--- src/rtl/zc_measure_ctrl.sv ---
// zc_measure_ctrl
//
// Measurement sequencer for the zero-crossing detector. A command reprograms
// the detector threshold and runs cmd_num_win back-to-back windows. Each
// window is cmd_win_len accepted samples long and is preceded by a one-cycle
// detector clear. The number of crossings seen in each window goes out as
// one beat on the result stream.
//
// Ports
//   clk, reset_n           clock, asynchronous active-low reset
//   abort                  synchronous level abort; forces IDLE next cycle
//   cmd_threshold/win_len/num_win, cmd_valid/cmd_ready   command in
//   cmd_err                one-cycle pulse when a command is rejected
//   det_threshold          registered detector threshold
//   det_clear              one-cycle detector clear before each window
//   det_en                 sample-stream gate, high only while counting
//   s_beat, zc_pulse       accepted sample / crossing event from detector
//   o_tdata/o_tuser/o_tlast/o_tvalid/o_tready   result stream
//   busy                   high whenever a command is in progress
//   dbg_state              current FSM state (IDLE=0, CLEAR=1, RUN=2, OUT=3)
//
// Handshakes: a transfer happens on a rising edge where valid and ready are
// both high. The producer holds valid and its payload stable until that
// edge and never withdraws valid on its own; only abort or reset may drop
// o_tvalid before the transfer completes.

module zc_measure_ctrl #(
  parameter int WIDTH     = 16,
  parameter int CNT_WIDTH = 32,
  parameter int N_WIN_MAX = 16,
  localparam int NW       = $clog2(N_WIN_MAX + 1)
) (
  input  logic                 clk,
  input  logic                 reset_n,
  input  logic                 abort,
  input  logic [WIDTH-1:0]     cmd_threshold,
  input  logic [CNT_WIDTH-1:0] cmd_win_len,
  input  logic [NW-1:0]        cmd_num_win,
  input  logic                 cmd_valid,
  output logic                 cmd_ready,
  output logic                 cmd_err,
  output logic [WIDTH-1:0]     det_threshold,
  output logic                 det_clear,
  output logic                 det_en,
  input  logic                 s_beat,
  input  logic                 zc_pulse,
  output logic [CNT_WIDTH-1:0] o_tdata,
  output logic                 o_tuser,
  output logic                 o_tlast,
  output logic                 o_tvalid,
  input  logic                 o_tready,
  output logic                 busy,
  output logic [1:0]           dbg_state
);

  typedef enum logic [1:0] {
    S_IDLE  = 2'd0,
    S_CLEAR = 2'd1,
    S_RUN   = 2'd2,
    S_OUT   = 2'd3
  } state_t;

  localparam logic [NW-1:0] NUM_WIN_MAX = NW'(N_WIN_MAX);

  state_t               state;
  state_t               state_nxt;
  logic [CNT_WIDTH-1:0] win_len;
  logic [CNT_WIDTH-1:0] samp_cnt;
  logic [CNT_WIDTH-1:0] zc_cnt;
  logic [NW-1:0]        num_win;
  logic [NW-1:0]        win_idx;
  logic                 sat;

  logic cmd_fire;
  logic cmd_bad;
  logic win_close;
  logic last_win;
  logic out_fire;

  assign cmd_fire  = cmd_valid & cmd_ready;
  assign cmd_bad   = (cmd_num_win == '0) | (cmd_num_win > NUM_WIN_MAX) |
                     (cmd_win_len == '0);
  // The closing beat is the one that brings the sample count to win_len.
  assign win_close = s_beat & (samp_cnt == win_len - CNT_WIDTH'(1));
  assign last_win  = (win_idx == num_win - NW'(1));
  assign out_fire  = (state == S_OUT) & o_tready;

  // State register
  always_ff @(posedge clk or negedge reset_n) begin
    if (!reset_n) state <= S_IDLE;
    else          state <= state_nxt;
  end

  // Next-state logic; abort overrides everything
  always_comb begin
    state_nxt = state;
    if (abort) begin
      state_nxt = S_IDLE;
    end else begin
      case (state)
        S_IDLE:  if (cmd_fire && !cmd_bad) state_nxt = S_CLEAR;
        S_CLEAR: state_nxt = S_RUN;
        S_RUN:   if (win_close) state_nxt = S_OUT;
        S_OUT:   if (o_tready) state_nxt = last_win ? S_IDLE : S_CLEAR;
        default: state_nxt = S_IDLE;
      endcase
    end
  end

  // Command latch, counters and the rejection pulse
  always_ff @(posedge clk or negedge reset_n) begin
    if (!reset_n) begin
      win_len       <= '0;
      num_win       <= '0;
      win_idx       <= '0;
      samp_cnt      <= '0;
      zc_cnt        <= '0;
      sat           <= 1'b0;
      det_threshold <= '0;
      cmd_err       <= 1'b0;
    end else begin
      cmd_err <= cmd_fire & cmd_bad;
      if (cmd_fire && !cmd_bad) begin
        win_len       <= cmd_win_len;
        num_win       <= cmd_num_win;
        det_threshold <= cmd_threshold;
        win_idx       <= '0;
      end
      case (state)
        S_CLEAR: begin
          samp_cnt <= '0;
          zc_cnt   <= '0;
          sat      <= 1'b0;
        end
        S_RUN: begin
          if (s_beat) samp_cnt <= samp_cnt + CNT_WIDTH'(1);
          // A crossing arriving with the counter already full is lost;
          // sat records that the reported count is a lower bound.
          if (zc_pulse) begin
            if (&zc_cnt) sat    <= 1'b1;
            else         zc_cnt <= zc_cnt + CNT_WIDTH'(1);
          end
        end
        S_OUT: begin
          if (out_fire && !last_win) win_idx <= win_idx + NW'(1);
        end
        default: ;
      endcase
    end
  end

  // Moore outputs decoded from registered state and counters
  always_comb begin
    cmd_ready = reset_n & (state == S_IDLE) & ~abort;
    det_clear = (state == S_CLEAR);
    det_en    = (state == S_RUN);
    o_tvalid  = (state == S_OUT);
    o_tdata   = zc_cnt;
    o_tuser   = (state == S_OUT) & sat;
    o_tlast   = (state == S_OUT) & last_win;
    busy      = (state != S_IDLE);
    dbg_state = state;
  end

endmodule
--- config.mk ---
export PLATFORM = sky130hd
export DESIGN_NAME = zc_measure_ctrl
export DESIGN_NICKNAME = d
export VERILOG_FILES = /design/src/rtl/zc_measure_ctrl.sv
export SDC_FILE = /design/constraint.sdc
export NUM_CORES = 1
export LEC_CHECK = 0
export ABC_AREA = 1
export ABC_CLOCK_PERIOD_IN_PS = 6710
export CORE_ASPECT_RATIO = 1.4
export CORE_MARGIN = 2
export CORE_UTILIZATION = 50
export CTS_CLUSTER_DIAMETER = 40
export DETAILED_ROUTE_END_ITERATION = 8
export PLACE_DENSITY = 0.87
export SLEW_MARGIN = 20
export SYNTH_ARGS = -nofsm -noshare
export SYNTH_HDL_FRONTEND = slang
export SYNTH_SLANG_ARGS = --single-unit
--- constraint.sdc ---
create_clock -name clk -period 6.71 [get_ports clk]
set_input_delay 0.671 -clock clk [delete_from_list [all_inputs] [get_ports clk]]
set_output_delay 0.671 -clock clk [all_outputs]
set_load 0.02 [all_outputs]
* Word-level counts from Yosys, hierarchy flattened
Index checks and enable logic that the tools add are counted.
Word-level totals: flip-flop bits (word level) 126, input bits 60, output and inout bits 58
Operators by class: add/subtract/negate cells 5, order comparisons 1, eq/ne operators 12, multiplexer cells 17, bitwise operators 11, reduce and logical (&&, ||, !) cells 14
Operator list (count):
- 32-bit one-hot mux with 2 select lines | 2
- 32-bit 2-to-1 mux | 3
- 32-bit by 1-bit adder with 32-bit output, second input constant | 2
- 32-bit equality test | 1
- 32-bit logical NOT | 1
- 32-bit AND reduction | 1
- 32-bit by 1-bit subtractor with 32-bit output, second input constant | 1
- 5-bit 2-to-1 mux | 3
- 3-bit AND reduction | 3
- 1-bit AND | 8
- 2-bit 2-to-1 mux | 4
- 2-bit one-hot mux with 4 select lines | 1
- 2-bit by 1-bit inequality test with 1-bit output, second input constant | 3
- 3-bit by 2-bit inequality test with 1-bit output, second input constant | 2
- 5-bit by 1-bit adder with 5-bit output, second input constant | 1
- 5-bit equality test | 1
- 5-bit greater-than comparator, second input constant | 1
- 5-bit logical NOT | 1
- 5-bit by 1-bit subtractor with 5-bit output, second input constant | 1
- 2-bit equality test, second input constant | 2
- 2-bit nonzero test | 2
- 1-bit 2-to-1 mux | 3
- 3-bit inequality test, second input constant | 1
- 2-bit by 1-bit equality test with 1-bit output, second input constant | 1
- other kinds (8) | 11

* Logic depth before layout (Yosys ltp)
Gate-level depths: netlist (run 1).
depth in word-level cells 8, mapped depth 17, depth with buffers taken out 17

* Worst setup path after synthesis (run 1)
Ideal clock, no wire load.
path kind flip-flop to flip-flop, start point register state[0], in the netlist dbg_state[0], end point register samp_cnt[19], library setup time 0.120 ns, data arrival time 2.356 ns, data required time 6.590 ns, slack 4.234 ns, stages on the path, launching flop included 15, path buffers 1, period minus slack after synthesis 2.476 ns, cells stage by stage dfrtp_1 -> inv_1 -> ha_1 -> buf_6 -> nor2_8 -> nor2_4 -> nor3_4 -> nand2_2 -> nor3_4 -> nand3_2 -> nor2_4 -> nand2_2 -> nor3_4 -> and2_1 -> nor2_1
On the way: longest elaborated chain between the ends 3
RTL lines:
- start, declared | RTL line 65 | state_t state;
- start signal, assigned | RTL line 91 | else state <= state_nxt;
- 2-bit equality test (*)
- via det_en | RTL line 44 | output logic det_en,
- 2-bit by 1-bit inequality test with 1-bit output (no source line) / 2-bit nonzero test (equally long branches)
- 2-bit AND reduction (no source line)
- end signal, assigned | RTL line 136 | if (s_beat) samp_cnt <= samp_cnt + CNT_WIDTH'(1);
- end, declared | RTL line 68 | logic [CNT_WIDTH-1:0] samp_cnt;
The timed path passes the listed nets; every way through them passes the cells marked *. A chain may end at the register's enable or synchronous reset.

* Worst setup path after layout (run 1)
start point register state[0], in the netlist dbg_state[0], end point register zc_cnt[12], in the netlist o_tdata[12]
On the way: longest elaborated chain between the ends 3
RTL lines:
- 2-bit equality test / 2-bit by 1-bit equality test with 1-bit output (equally long branches) | RTL line 129 | case (state)
- 2-bit inequality test (no source line), or another cell as far along
- 3-bit AND reduction (no source line)
- end signal, assigned | RTL line 141 | else zc_cnt <= zc_cnt + CNT_WIDTH'(1);
- end, declared | RTL line 69 | logic [CNT_WIDTH-1:0] zc_cnt;
Several ways; a longest one is shown, not always the timed one.

==> results.py, run 1 <==
metrics = {
    "detailed_routing": {
        "drc": 0,
        "routedWlPerCell_um": 15.6,
        "wl_mm": 21.7,
        "antenna_left": 0,
        "num_vias": 7543,
        "drtPass1Iterations": 7,
        "drt_iter0_drc": 498,
        "viasPerCell": 5.44,
    },
    "clock_network": {
        "cts_buffers": 17,
        "clock_latency_ps": 420,
        "cts_resized": 0,
        "cts_root_buf": "clkbuf_16",
        "clkTransAtPathRegs_ps": 60,
        "clk_path_buf_depth": 2,
        "cts_max_level": 4,
        "cts_tree": "built",
        "cts.sinks": 126,
        "cts_hold_buf": 0,
        "cts_setup_buffers": 0,
    },
    "timing": {
        "fmax_ghz": 0.318,
        "rsz0062_at_grt": "false",
        "worstMarginPinSlew_ps": 873,
        "setup_viol": 0,
        "skew_ps": 8.33,
        "hold_slack_ps": 488,
        "slew_violations": 0,
        "hold_violations": 0,
        "relSlewSlack_pct": 41.8,
        "fin_crit_ps": 3150,
        "fin_crit_sh_pct": 46.9,
        "setup_tns_ps": 0,
    },
    "logic_synthesis": {
        "yosysWarnings": 0,
        "synth.avg_cell_area_um2": 7.48,
        "yosysTopAreaCell": "dfrtp_1",
        "async_flop_share_pct": 100,
        "synth_fp_nets": 1126,
        "postSynthCellCount": 1057,
        "synth-edff-count": 0,
        "synth_top_area_share_pct": 39.9,
        "yosys-top-cells-area": "dfrtp_1, nand2_1, inv_1, nor2_1, xor2_1",
        "yosysUniqueCellTypes": 41,
        "ys.flop_type": "dfrtp_1",
        "ys_seq_elements": 126,
        "yosysSeqAreaShare_pct": 39.9,
        "netlist_area_mm2": 0.00790,
    },
    "power": {
        "powerDensity_mw_per_mm2": 360,
        "switching_share_pct": 41.5,
        "peakVddDrop_v": 0.000283,
        "p_int_uw": 2080,
        "p_clk_share_pct": 26.5,
        "pwr-share-seq_pct": 32.5,
        "p_leak_uw": 0.00448,
        "switchingPower_uw": 1470,
        "comb_power_share_pct": 41.0,
    },
    "global_route": {
        "antenna_found_initial": 0,
        "grt_max_degree": 68,
        "grt-ovfl-total": 0,
        "grt_use_total_pct": 27.5,
        "grt_pass1_vias": 7479,
        "grt_pass1_wl_mm": 36.2,
    },
    "placement": {
        "routabilityCongestion": 0.994,
        "io_buffers": 117,
        "dp_hpwl_mm": 16.1,
    },
    "layout": {
        "antenna_cells": 0,
        "mostFrequentLayoutCells": "nand2_1, inv_1, nor2_1, dfrtp_1, clkdlybuf4s50_1",
        "drive_gt1_share_pct": 7.30,
        "final_common_cell": "nand2_1",
        "syn_to_final_growth_pct": 24.9,
        "finalNetCount": 1247,
    },
    "critical_path": {
        "r2r-end": "o_tdata[12]",
        "regToRegSetupSlack_ps": 3560,
        "path_max_fanout": 18,
        "critPathRequiredTime_ps": 7020,
        "critPathLaunchType": "flop",
        "ff2ff_path_depth": 10,
        "reg2reg_from": "dbg_state[0]",
        "critPathKind": "flop to flop",
        "end_kind": "flop",
        "cp_data_arrival_time_ps": 3460,
    },
    "job": {
        "maxCapViolCount": 0,
    },
    "run_status": {
        "status": "finished clean",
    },
    "floorplanning": {
        "fp.dieW_um": 110,
        "die_area_mm2": 0.0168,
        "io-pin-count": 118,
        "die_y_um": 153,
        "row_count": 54,
        "start_util_pct": 50.9,
        "core_mm2": 0.0155,
    },
    "min_path": {
        "hp-class": "primary input to async pin",
    },
}
routing by layer:
| layer | global-route usage (%) | wire length, µm | vias up |
|---|---|---|---|
| met2 | 47.4 | 11300 | 269 |
| met5 | 0 | 0 | - |
| met4 | 14.0 | 940 | 0 |
| met3 | 5.77 | 1140 | 70 |
| li1 | - | - | 3670 |
| met1 | 31.3 | 8290 | 3534 |
sequential cells by signal (all words and copies together), names as in the netlist:
name / flops
win_len: 32
sat: 1
det_threshold: 16
dbg_state: 2
win_idx: 5
samp_cnt: 32
cmd_err: 1
num_win: 5
o_tdata: 32
area by class of cell:
type / count / area (µm²)
fill: 1312 / 5670
timing repair buffer: 120 / 1190
clock buffer: 19 / 443
clock inverter: 13 / 163
tap: 196 / 245
multi-input combinational: 763 / 4110
inverter: 150 / 567
sequential: 126 / 3150
worst max-delay path by stage:
stage / start / end / depth (start not counted)
after global routing: dbg_state[0] / o_tdata[12] / 10
after global placement: dbg_state[0] / o_tdata[12] / 10
after CTS: dbg_state[0] / o_tdata[12] / 10
final: dbg_state[0] / o_tdata[12] / 10
after detailed placement: dbg_state[0] / o_tdata[12] / 10
after floorplan: dbg_state[0] / samp_cnt[19] / 14
cell usage after synthesis, types with 13 or more instances:
cell type  number
xnor2_1        24
nor2_1        134
inv_1         146
mux2_2         19
nand2_1       240
xor2_1         47
dfrtp_1       126
a21oi_1        28
nand3_1        51
nor4_1         15
nand4_1        41
o21ai_0        61
o31ai_1        13
nor3_1         31
metrics by stage:
stage / total power, µW / cell area (µm²) / worst slack (ps) / instances / util [%]
after floorplan: 2110 / 7900 / 4230 / 1057 / -
after global placement: 2530 / 9260 / 3230 / 1355 / 59.6
after detailed placement: 2580 / 9260 / 3220 / 1355 / 59.6
after CTS: 3550 / 9870 / 3190 / 1387 / 63.5
after global routing: 3790 / 9870 / 3250 / 1387 / 63.5
final: 3550 / 9870 / 3560 / 1387 / 63.5
kinds of logic (layout without fill, tap and decap cells):
| group | after synthesis | count (layout) | synth area share [%] |
|---|---|---|---|
| AND/OR/NAND/NOR | 554 | 554 | 32.3 |
| buffers and inverters | 168 | 302 | 8.22 |
| flip-flops | 126 | 126 | 39.9 |
| AO/OA/AOI/OAI | 110 | 110 | 7.57 |
| XOR/XNOR | 71 | 71 | 7.87 |
| multiplexers | 19 | 19 | 2.71 |
| adder cells (fa/ha/maj) | 9 | 9 | 1.42 |
power groups by stage:
stage	logic, µW	clock network, µW	registers, µW
2_1_floorplan	945	0	1170
3_3_place_gp	1380	0	1150
3_5_place_dp	1420	0	1160
4_1_cts	1440	954	1150
5_1_grt	1620	987	1180
6_report	1460	941	1150
critical path: stages (launching register included):
cell and delay, ps:
dfrtp_1 450, inv_1 110, ha_1 400, nor2_2 640, inv_2 270, nand2_2 370, clkinv_2 320, nor2_2 210
a21oi_1 100, nor2_1 120, nor2_1 50
(Power assumes the default switching activity.)
==> inputs of run 2 (changes only) <==
--- a/config.mk
+++ b/config.mk
@@ -6,7 +6,7 @@
 export NUM_CORES = 1
 export LEC_CHECK = 0
 export ABC_AREA = 1
-export ABC_CLOCK_PERIOD_IN_PS = 6710
+export ABC_CLOCK_PERIOD_IN_PS = 3200
 export CORE_ASPECT_RATIO = 1.4
 export CORE_MARGIN = 2
 export CORE_UTILIZATION = 50
==> constraint.sdc (replaced) <==
create_clock -name clk -period 3.2 [get_ports clk]
set_input_delay 0.32 -clock clk [delete_from_list [all_inputs] [get_ports clk]]
set_output_delay 0.32 -clock clk [all_outputs]
set_load 0.02 [all_outputs]
==> run 2 against run 1 <==
  * Sequential share of layout area down 0.26 points
  * Global-route usage up 0.37 points
  * Critical path type is now flop to output port
  * Non-clock buffer count up 7
  * Wire length up 2.5%
  * Clock skew down 1.1 ps
  * Hold slack worse by 210 ps
  * Cell area up 0.82%
  * Clock-buffer cell count unchanged
  * Setup slack worse by 3200 ps
  * Combinational power up 110%
  * Die area unchanged
  * Sequential power up 110%
==> results.py, run 2 (synthesis results as in run 1) <==
metrics = {
    "timing": {
        "rsz0062_at_grt": "false",
        "skew_ps": 7.22,
        "hold_violations": 0,
        "fin_crit_ps": 2800,
        "fin_crit_sh_pct": 87.6,
        "setup_viol": 0,
        "worstMarginPinSlew_ps": 966,
        "fmax_ghz": 0.357,
        "slew_violations": 0,
        "setup_tns_ps": 0,
        "relSlewSlack_pct": 35.6,
        "hold_slack_ps": 274,
    },
    "critical_path": {
        "cp_data_arrival_time_ps": 2480,
        "reg2reg_from": "dbg_state[0]",
        "regToRegSetupSlack_ps": 470,
        "cpLargestDelayFamily": "buffers and inverters",
        "ff2ff_path_depth": 13,
        "cp_num_buf_inv": 2,
        "end_kind": "output port",
        "crit_slowest_cell": "clkdlybuf4s50_1",
        "path_depth": 8,
        "critPathLaunchType": "flop",
        "cp-endpoint": "o_tlast",
        "worstSetupStartpoint": "num_win[0]",
        "r2r-end": "samp_cnt[16]",
        "slowest_delay_ps": 640,
        "crit_top_cell": "nor2_1",
        "critPathRequiredTime_ps": 2880,
        "critPathKind": "flop to output port",
        "cp_cell_sequence": "inv_1 -> ha_1 -> xor2_1 -> o21ai_0 -> nor2_1 -> nand3_1 -> nor2_1 -> clkdlybuf4s50_1",
        "path_max_fanout": 3,
    },
    "layout": {
        "fill_cells": 1269,
        "final_common_cell": "nand2_1",
        "syn_to_final_growth_pct": 25.9,
        "finalNetCount": 1254,
        "antenna_cells": 0,
        "drive_gt1_share_pct": 7.60,
        "multiInputGateArea_mm2": 0.00411,
        "ff_latch_area_mm2": 0.00315,
        "mostFrequentLayoutCells": "nand2_1, inv_1, nor2_1, dfrtp_1, clkdlybuf4s50_1",
    },
    "placement": {
        "routabilityCongestion": 0.951,
        "io_buffers": 117,
        "dp_hpwl_mm": 16.6,
    },
    "floorplanning": {
        "fp.dieW_um": 110,
        "die_y_um": 153,
        "core_mm2": 0.0155,
        "row_count": 54,
        "io-pin-count": 118,
        "die_area_mm2": 0.0168,
        "start_util_pct": 50.9,
    },
    "clock_network": {
        "cts_buffers": 17,
        "clk_path_buf_depth": 2,
        "clock_latency_ps": 420,
        "cts_resized": 0,
        "cts.sinks": 126,
        "cts_root_buf": "clkbuf_16",
        "cts_tree": "built",
        "clkTransAtPathRegs_ps": 60,
        "cts_max_level": 4,
    },
    "global_route": {
        "grt_use_total_pct": 27.8,
        "grt_pass1_wl_mm": 36.7,
        "antenna_found_initial": 0,
        "grt_max_degree": 78,
        "grt_pass1_vias": 7669,
        "grt-ovfl-total": 0,
    },
    "detailed_routing": {
        "drc": 0,
        "routedWlPerCell_um": 15.9,
        "antenna_left": 0,
        "num_vias": 7689,
        "wl_mm": 22.2,
        "drt_iter0_drc": 546,
        "drtPass1Iterations": 6,
        "viasPerCell": 5.52,
    },
    "power": {
        "pwr-share-seq_pct": 32.3,
        "switching_share_pct": 40.9,
        "peakVddDrop_v": 0.000531,
        "comb_power_share_pct": 40.6,
        "p_int_uw": 4450,
        "powerDensity_mw_per_mm2": 757,
        "switchingPower_uw": 3080,
        "p_clk_share_pct": 27.1,
        "p_leak_uw": 0.00453,
    },
    "job": {
        "maxCapViolCount": 0,
    },
    "min_path": {
        "hp-class": "primary input to async pin",
    },
    "run_status": {
        "status": "finished clean",
    },
}
==> run 2: changes by cell type in the layout (fill, tap and decap cells not counted), sizes merged <==
cell         previous run  this run
clkinvlp                3         2
bufinv                  3         4
buf                     4        10
dlygate4sd3             0         1
==> run 2: per-stage QoR <==
step	cells	total power [µW]	cell area (µm²)	worst slack, ps	util (%)
2_1_floorplan	1057	4430	7900	724	-
3_3_place_gp	1361	5340	9320	648	60.0
3_5_place_dp	1361	5440	9320	561	60.0
4_1_cts	1394	7540	9950	368	64.0
5_1_grt	1394	8010	9950	160	64.0
6_report	1394	7530	9950	398	64.0
==> run 2: worst min-delay path by stage <==
stage                     startpoint  cells past startpoint           end  slack [ps]
after global placement       reset_n                      1  samp_cnt[17]         170
after detailed placement     reset_n                      1  samp_cnt[17]         170
after floorplan              reset_n                      0       cmd_err          20
after CTS                    reset_n                      2  samp_cnt[11]         270
final                        reset_n                      2  samp_cnt[11]         270
after global routing         reset_n                      2  samp_cnt[17]         290
==> run 2: worst register-to-register path: stages (launching register included) <==
cell and delay, ps:
dfrtp_1 430, inv_1 110, ha_1 370, nor2_8 250, inv_4 130, nand2_2 170
nand4_4 130, nor3_2 220, nand3_2 140, nor2_1 260, nand2_1 150, inv_1 100
nand2_1 50, a21oi_1 140
==> run 2: final cells by class <==
cell class              instances  share of cell area (%)
repair buffers                127                    12.6
clock inverters                13                    1.90
flip-flops and latches        126                    31.7
inverters                     150                    5.70
well taps                     196                    2.46
multi-input cells             763                    41.3
clock buffers                  19                    4.35
==> run 2: power by group through the flow <==
| stage | Sequential (µW) | Combinational (µW) | Clock (µW) |
|---|---|---|---|
| floorplan | 2450 | 1980 | 0 |
| global placement | 2420 | 2920 | 0 |
| detailed placement | 2440 | 3000 | 0 |
| CTS | 2420 | 3040 | 2070 |
| global route | 2480 | 3410 | 2120 |
| finish | 2430 | 3050 | 2040 |
==> run 2: repair_timing <==
| item | 4_1_cts | 5_1_grt |
|---|---|---|
| hold buffers | 1 | 0 |
| endpoints found under the hold margin | 5 | 0 |
| setup buffers | 0 | 0 |
==> run 2: routing by layer <==
layer  global-route usage, %  share of wire [%]
met1                    30.5                 37
met2                    48.9                 52
met3                    6.12                6.3
met4                    14.6                4.9
met5                       0                  0
